## src/rtl/mips_pkg.sv

```systemverilog
// Shared definitions for the 8-bit MIPS pipeline: datapath widths, memory-mapped
// I/O addresses, flag bit positions and the memory-operation decode.
package mips_pkg;

    localparam int DATA_W = 8;
    localparam int ADDR_W = 8;
    localparam int REG_W  = 5;
    localparam int FLAG_W = 4;

    // Memory-mapped board I/O
    localparam logic [7:0] OUT_ADDR = 8'hFF;
    localparam logic [7:0] IN_ADDR  = 8'hFE;

    // Bit positions inside the 4-bit flag vector
    localparam int FLAG_Z = 0;
    localparam int FLAG_C = 1;
    localparam int FLAG_N = 2;
    localparam int FLAG_V = 3;

    typedef enum logic [1:0] {
        MEM_NONE  = 2'b00,
        MEM_LOAD  = 2'b01,
        MEM_STORE = 2'b10
    } mem_op_e;

    // en=0 means no access whatever rw says, so (en=0, rw=1) also decodes to MEM_NONE.
    function automatic mem_op_e decode_mem_op(input logic en, input logic rw);
        mem_op_e op;
        case ({en, rw})
            2'b11:   op = MEM_STORE;
            2'b10:   op = MEM_LOAD;
            default: op = MEM_NONE;
        endcase
        return op;
    endfunction

endpackage

```

## src/rtl/data_ram.sv

```systemverilog
// Single-port synchronous data memory with a registered read port.
// Contents are not reset; the read register always reflects the addressed word.
module data_ram #(
    parameter int ADDR_W = 8,
    parameter int DATA_W = 8
) (
    input  logic              Clk,
    input  logic              we,
    input  logic [ADDR_W-1:0] addr,
    input  logic [DATA_W-1:0] wdata,
    output logic [DATA_W-1:0] rdata
);

    logic [DATA_W-1:0] mem_r [0:(2**ADDR_W)-1];

    // Write the addressed word on we, and register the addressed word every cycle.
    always_ff @(posedge Clk) begin
        if (we) begin
            mem_r[addr] <= wdata;
        end
        rdata <= mem_r[addr];
    end

endmodule

```

## src/rtl/memory_stage.sv

```systemverilog
// MEM stage of the 8-bit MIPS pipeline: data-memory access, memory-mapped I/O
// decode, input-port synchroniser, writeback select and MEM/WB pipeline registers.
module memory_stage #(
    parameter int          DATA_W   = mips_pkg::DATA_W,
    parameter int          ADDR_W   = mips_pkg::ADDR_W,
    parameter int          REG_W    = mips_pkg::REG_W,
    parameter logic [7:0]  OUT_ADDR = mips_pkg::OUT_ADDR,
    parameter logic [7:0]  IN_ADDR  = mips_pkg::IN_ADDR
) (
    input  logic              Clk,
    input  logic              Rst,
    input  logic [DATA_W-1:0] ans_ex,
    input  logic [DATA_W-1:0] B_bypass,
    input  logic [3:0]        Flag,
    input  logic              Mem_en_ex,
    input  logic              Mem_rw_ex,
    input  logic              Mem_mux_sel_ex,
    input  logic [REG_W-1:0]  Rw_ex,
    input  logic [DATA_W-1:0] Port_in,
    output logic [DATA_W-1:0] Wb_data,
    output logic [REG_W-1:0]  Rw_mem,
    output logic              Wb_en,
    output logic [3:0]        Flag_mem,
    output logic [DATA_W-1:0] Port_out
);

    import mips_pkg::*;

    // Decoded operation and address qualifiers for the current EX->MEM transfer
    mem_op_e             op_s;
    logic                store_s;
    logic                load_s;
    logic [ADDR_W-1:0]   addr_s;
    logic                hit_out_s;
    logic                hit_in_s;

    // MEM/WB pipeline state
    logic [DATA_W-1:0]   ans_r;
    logic                sel_r;
    logic                load_r;
    logic                io_sel_r;
    logic [DATA_W-1:0]   io_data_r;
    logic [REG_W-1:0]    rw_r;
    logic                wb_en_r;
    logic [3:0]          flag_r;
    logic [DATA_W-1:0]   port_out_r;

    // Two-flop synchroniser for the asynchronous board input
    logic [DATA_W-1:0]   sync1_r;
    logic [DATA_W-1:0]   sync2_r;

    logic [DATA_W-1:0]   ram_rdata_s;
    logic [DATA_W-1:0]   rdata_s;
    logic [DATA_W-1:0]   wb_data_s;

    assign op_s      = decode_mem_op(Mem_en_ex, Mem_rw_ex);
    assign addr_s    = ans_ex[ADDR_W-1:0];
    assign hit_out_s = (ans_ex == OUT_ADDR);
    assign hit_in_s  = (ans_ex == IN_ADDR);
    // A store presented while Rst is high must not touch the array.
    assign store_s   = (op_s == MEM_STORE) && !Rst;
    assign load_s    = (op_s == MEM_LOAD);

    data_ram #(
        .ADDR_W (ADDR_W),
        .DATA_W (DATA_W)
    ) u_data_ram (
        .Clk   (Clk),
        .we    (store_s),
        .addr  (addr_s),
        .wdata (B_bypass),
        .rdata (ram_rdata_s)
    );

    // Synchronise Port_in; a load from IN_ADDR sees the value two edges old.
    always_ff @(posedge Clk) begin
        if (Rst) begin
            sync1_r <= {DATA_W{1'b0}};
            sync2_r <= {DATA_W{1'b0}};
        end else begin
            sync1_r <= Port_in;
            sync2_r <= sync1_r;
        end
    end

    // Capture the EX results, control and load-source selection for writeback.
    always_ff @(posedge Clk) begin
        if (Rst) begin
            ans_r     <= {DATA_W{1'b0}};
            sel_r     <= 1'b0;
            load_r    <= 1'b0;
            io_sel_r  <= 1'b0;
            io_data_r <= {DATA_W{1'b0}};
            rw_r      <= {REG_W{1'b0}};
            wb_en_r   <= 1'b0;
            flag_r    <= 4'b0000;
        end else begin
            ans_r     <= ans_ex;
            sel_r     <= Mem_mux_sel_ex;
            load_r    <= load_s;
            io_sel_r  <= load_s && hit_in_s;
            io_data_r <= sync2_r;
            rw_r      <= Rw_ex;
            // Stores never write back and R0 is hard-wired to zero.
            wb_en_r   <= (op_s != MEM_STORE) && (Rw_ex != {REG_W{1'b0}});
            flag_r    <= Flag;
        end
    end

    // Output latch: updated only by a store to OUT_ADDR, cleared by reset.
    always_ff @(posedge Clk) begin
        if (Rst) begin
            port_out_r <= {DATA_W{1'b0}};
        end else if (store_s && hit_out_s) begin
            port_out_r <= B_bypass;
        end else begin
            port_out_r <= port_out_r;
        end
    end

    // Load data source: input port, array, or zero when no load was performed.
    always_comb begin
        rdata_s = {DATA_W{1'b0}};
        case ({load_r, io_sel_r})
            2'b11:   rdata_s = io_data_r;
            2'b10:   rdata_s = ram_rdata_s;
            default: rdata_s = {DATA_W{1'b0}};
        endcase
    end

    // Writeback select between loaded data and the ALU result, both already registered.
    always_comb begin
        wb_data_s = {DATA_W{1'b0}};
        if (sel_r) begin
            wb_data_s = rdata_s;
        end else begin
            wb_data_s = ans_r;
        end
    end

    assign Wb_data  = wb_data_s;
    assign Rw_mem   = rw_r;
    assign Wb_en    = wb_en_r;
    assign Flag_mem = flag_r;
    assign Port_out = port_out_r;

endmodule

```

## config.mk

```make
export PLATFORM = sky130hd
export DESIGN_NAME = memory_stage
export DESIGN_NICKNAME = d
export VERILOG_FILES = /design/src/rtl/mips_pkg.sv /design/src/rtl/data_ram.sv /design/src/rtl/memory_stage.sv
export SDC_FILE = /design/constraint.sdc
export NUM_CORES = 2
export LEC_CHECK = 0
export ABC_CLOCK_PERIOD_IN_PS = 3300
export CORE_AREA = 2 2 539 541
export CTS_BUF_LIST = sky130_fd_sc_hd__clkbuf_16
export CTS_CLUSTER_SIZE = 24
export DETAILED_ROUTE_END_ITERATION = 10
export DIE_AREA = 0 0 541 543
export PLACE_DENSITY = 0.54
export SLEW_MARGIN = 10
export SYNTH_ARGS = -nofsm -noshare
export SYNTH_HDL_FRONTEND = slang
export SYNTH_SLANG_ARGS = --single-unit
```

## constraint.sdc

```tcl
create_clock -name Clk -period 3.3 [get_ports Clk]
set_input_delay 0.66 -clock Clk [delete_from_list [all_inputs] [get_ports Clk]]
set_output_delay 0.66 -clock Clk [all_outputs]
set_load 0.01 [all_outputs]
```

==> metrics.cfg <==
[yosys]
async_flop_share = 0
synth-edff-count = 2048
synth_common_cells = edfxtp_1, mux4_2, nor2_1
yosysSeqAreaShare = 0.782
postSynthAreaPerCell_um2 = 21.7
ys_warn_count = 0
synth.distinct_cells = 30
ys_dominant_reg_cell = edfxtp_1
ys_top_cells_by_area = edfxtp_1, mux4_2, a22oi_1, dfxtp_1, nor2_1
synthesis.nets = 3729
yosys.area.top_type = edfxtp_1
syn_area_mm2 = 0.0802
yosysMostFrequentCell = edfxtp_1
synth_top_area_share = 0.767
syn_inst = 3691
ys_seq_elements = 2109

[global_routing]
grt_pass1_wl_um = 304000
grt_max_degree = 108
grt_overflow = 0
first_global_vias = 41143
grt_util_all_layers = 0.142
grt_antenna_before_repair = 6

[sta]
timing.final.ws_setup_ns = 0.0606
tightest_slew_ns = 0.892
hold_slack_ns = 0.205
final_max_slew_viol_count = 0
post-route-period-util = 0.982
max_freq_mhz = 309
relSlewSlack = 0.405
finalSetupViolCount = 0
rsz0062_at_grt = no
period_minus_slack_ns = 3.24
fin_tns_setup_ns = 0
fin_skew_ns = 0.0900
finalHoldViolCount = 0

[floorplan]
dieHeight_um = 543
io_pins = 64
num_rows = 197
dieArea_mm2 = 0.294
fp.dieW_um = 541
core-area_mm2 = 0.287
initial_core_util = 0.279

[finish]
layout-drive-gt1-share = 0.330
area.growth.synth_to_final_pct = 21.1
fin_area_mm2 = 0.0970
num-nets-final = 4406

[place]
pre_cts_ws_ns = -0.459
portBuffers = 63
place_area_mm2 = 0.0903
gp_routability_congestion = 0.795
hpwl_um = 135000

[clock_network]
cts-buffers-inserted = 210
numClockSinks = 2109
cts_setup_buffers = 0
cts_tree = built
clkLatencyLatePin_ns = 0.86
root_buffer = clkbuf_16
clk_pin_slew_ns = 0.06
clockBufferDepth = 4
h-tree-depth = 4

[setup_path]
crit_arrival_ns = 2.58
path_common_cell = buf_4
path_cells = nand2_1, buf_4, o22ai_1, buf_4, clkdlybuf4s50_1
cp_top_family = buffers and inverters
critPathRequiredTime_ns = 2.64
cpMaxStageDelayCell = clkdlybuf4s50_1
cp_max_fo = 5
cp-start-kind = flip-flop
max_stage_delay_ns = 0.54
cp-end-kind = output port
cp_num_buf_inv = 3
criticalPathCategory = reg -> out

[detailed_routing]
first_pass_iters = 5
vias_per_cell = 4.79
ant_nets = 0
wl_per_cell_um = 25.6
wl_um = 213000
via_count = 39915
drt_iter0_markers = 4027
drc = 0

[job]
drv_cap = 0

[power]
pwr_density_cell_mw_per_mm2 = 574
leakage_nw = 30.6
vdd_ir_drop_max_mv = 0.409

[run_status]
outcome = completed

[hold_path]
min_path_type = in -> reg

-- cells by family (layout without fill, tap and decap cells) --
group,after synthesis,count (layout),synth area share
AO/OA/AOI/OAI,441,441,0.0387
flip-flops,2109,2109,0.782
buffers and inverters,242,1088,0.0138
AND/OR/NAND/NOR,379,379,0.0202
other,0,10,0
multiplexers,520,520,0.145
-- layout make-up --
class | instances | area, µm²
Antenna cell | 10 | 25.0
Clock buffer | 211 | 5280
Clock inverter | 170 | 1440
Fill cell | 26939 | 190000
Inverter | 8 | 30.0
Multi-Input combinational cell | 1340 | 16400
Sequential cell | 2109 | 62700
Tap cell | 3781 | 4730
Timing Repair Buffer | 699 | 6390
-- worst reg2reg max path, stage by stage, from the launching register on --
cell and delay, ns:
edfxtp_1 0.35, mux4_2 0.49, a22oi_1 0.33, a21oi_1 0.13
o41ai_1 0.78, buf_4 0.25, nand4_1 0.09
-- worst paths after layout --
kind,end,cells after the start,start,slack (ns)
setup / recovery,Wb_data[0],5,sel_r,0.06
hold / removal,u_data_ram.mem_r[84][6],1,B_bypass[6],0.20
setup reg to reg,u_data_ram.rdata[3],6,u_data_ram.mem_r[63][3],0.74
hold reg to reg,sync2_r[4],1,sync1_r[4],0.44
-- layout by cell type, fill, tap and decap left out, types with 2 or more instances in the layout --
cell type        netlist  final
and3b_1                2      2
bufinv_16              0     23
nor2b_1               50     47
a21oi_1              136    136
edfxtp_1            2048   2048
inv_1                  8     46
nand2_1               39     24
mux2i_1                8      8
clkinvlp_4             0     11
diode_2                0     10
dfxtp_1               61     61
o41ai_1               16     16
a22oi_1              256    256
inv_6                  0      5
buf_12                 0     75
nor3_1                 3      3
nand2_2                0     15
clkdlybuf4s50_1        0     52
buf_4                 11    561
nor2_1               260    259
nand4_1                9      9
mux4_2               512    512
o21ai_0                8      8
o22ai_2                0      2
nand3_1                5      4
o22ai_1                8      6
clkinv_8               0      3
nor2b_4                0      2
clkinv_2               0     37
nor3b_1                2      2
clkinv_4               0      4
nand2b_2               0      2
buf_8                  0     10
and2_1                 4      3
clkinv_1               0     48
clkbuf_16              0    211
o41ai_2               16     16
-- per-stage QoR --
stage                     total power [W]   util  cells
final                              0.0557  0.338   8328
after global routing               0.0573  0.338   8325
after CTS                          0.0563  0.338   8318
after detailed placement           0.0328  0.314   7937
after global placement             0.0328  0.314   7937
after floorplan                    0.0313      -   3691
-- state kept, by name (all words and copies together), names as in the netlist --
register	cells
Flag_mem	4
Rw_mem	5
Wb_en	1
sync1_r	8
io_data_r	8
u_data_ram.mem_r	2048
sync2_r	8
u_data_ram.rdata	8
io_sel_r	1
sel_r	1
load_r	1
ans_r	8
Port_out	8
-- timing repair --
item | CTS | global route
setup endpoints to repair | 2 | 0
hold buffers | 0 | 0
hold endpoints to repair | 0 | 0
gates resized for setup | 2 | 0
-- where the power goes --
group          internal [W]  switching [W]
clock                0.0134         0.0101
combinational       0.00110        0.00165
sequential           0.0294      0.0000228
total                0.0439         0.0118
-- metal layers --
| layer | global-route usage | wire length [µm] | vias to the layer above |
|---|---|---|---|
| met2 | 0.245 | 108000 | 1232 |
| met3 | 0.0200 | 11700 | 281 |
| met4 | 0.0445 | 6430 | 0 |
| met1 | 0.185 | 87000 | 21505 |
| li1 | - | - | 16897 |
| met5 | 0 | 0 | - |
No activity file was read; power rests on OpenSTA's default activity.
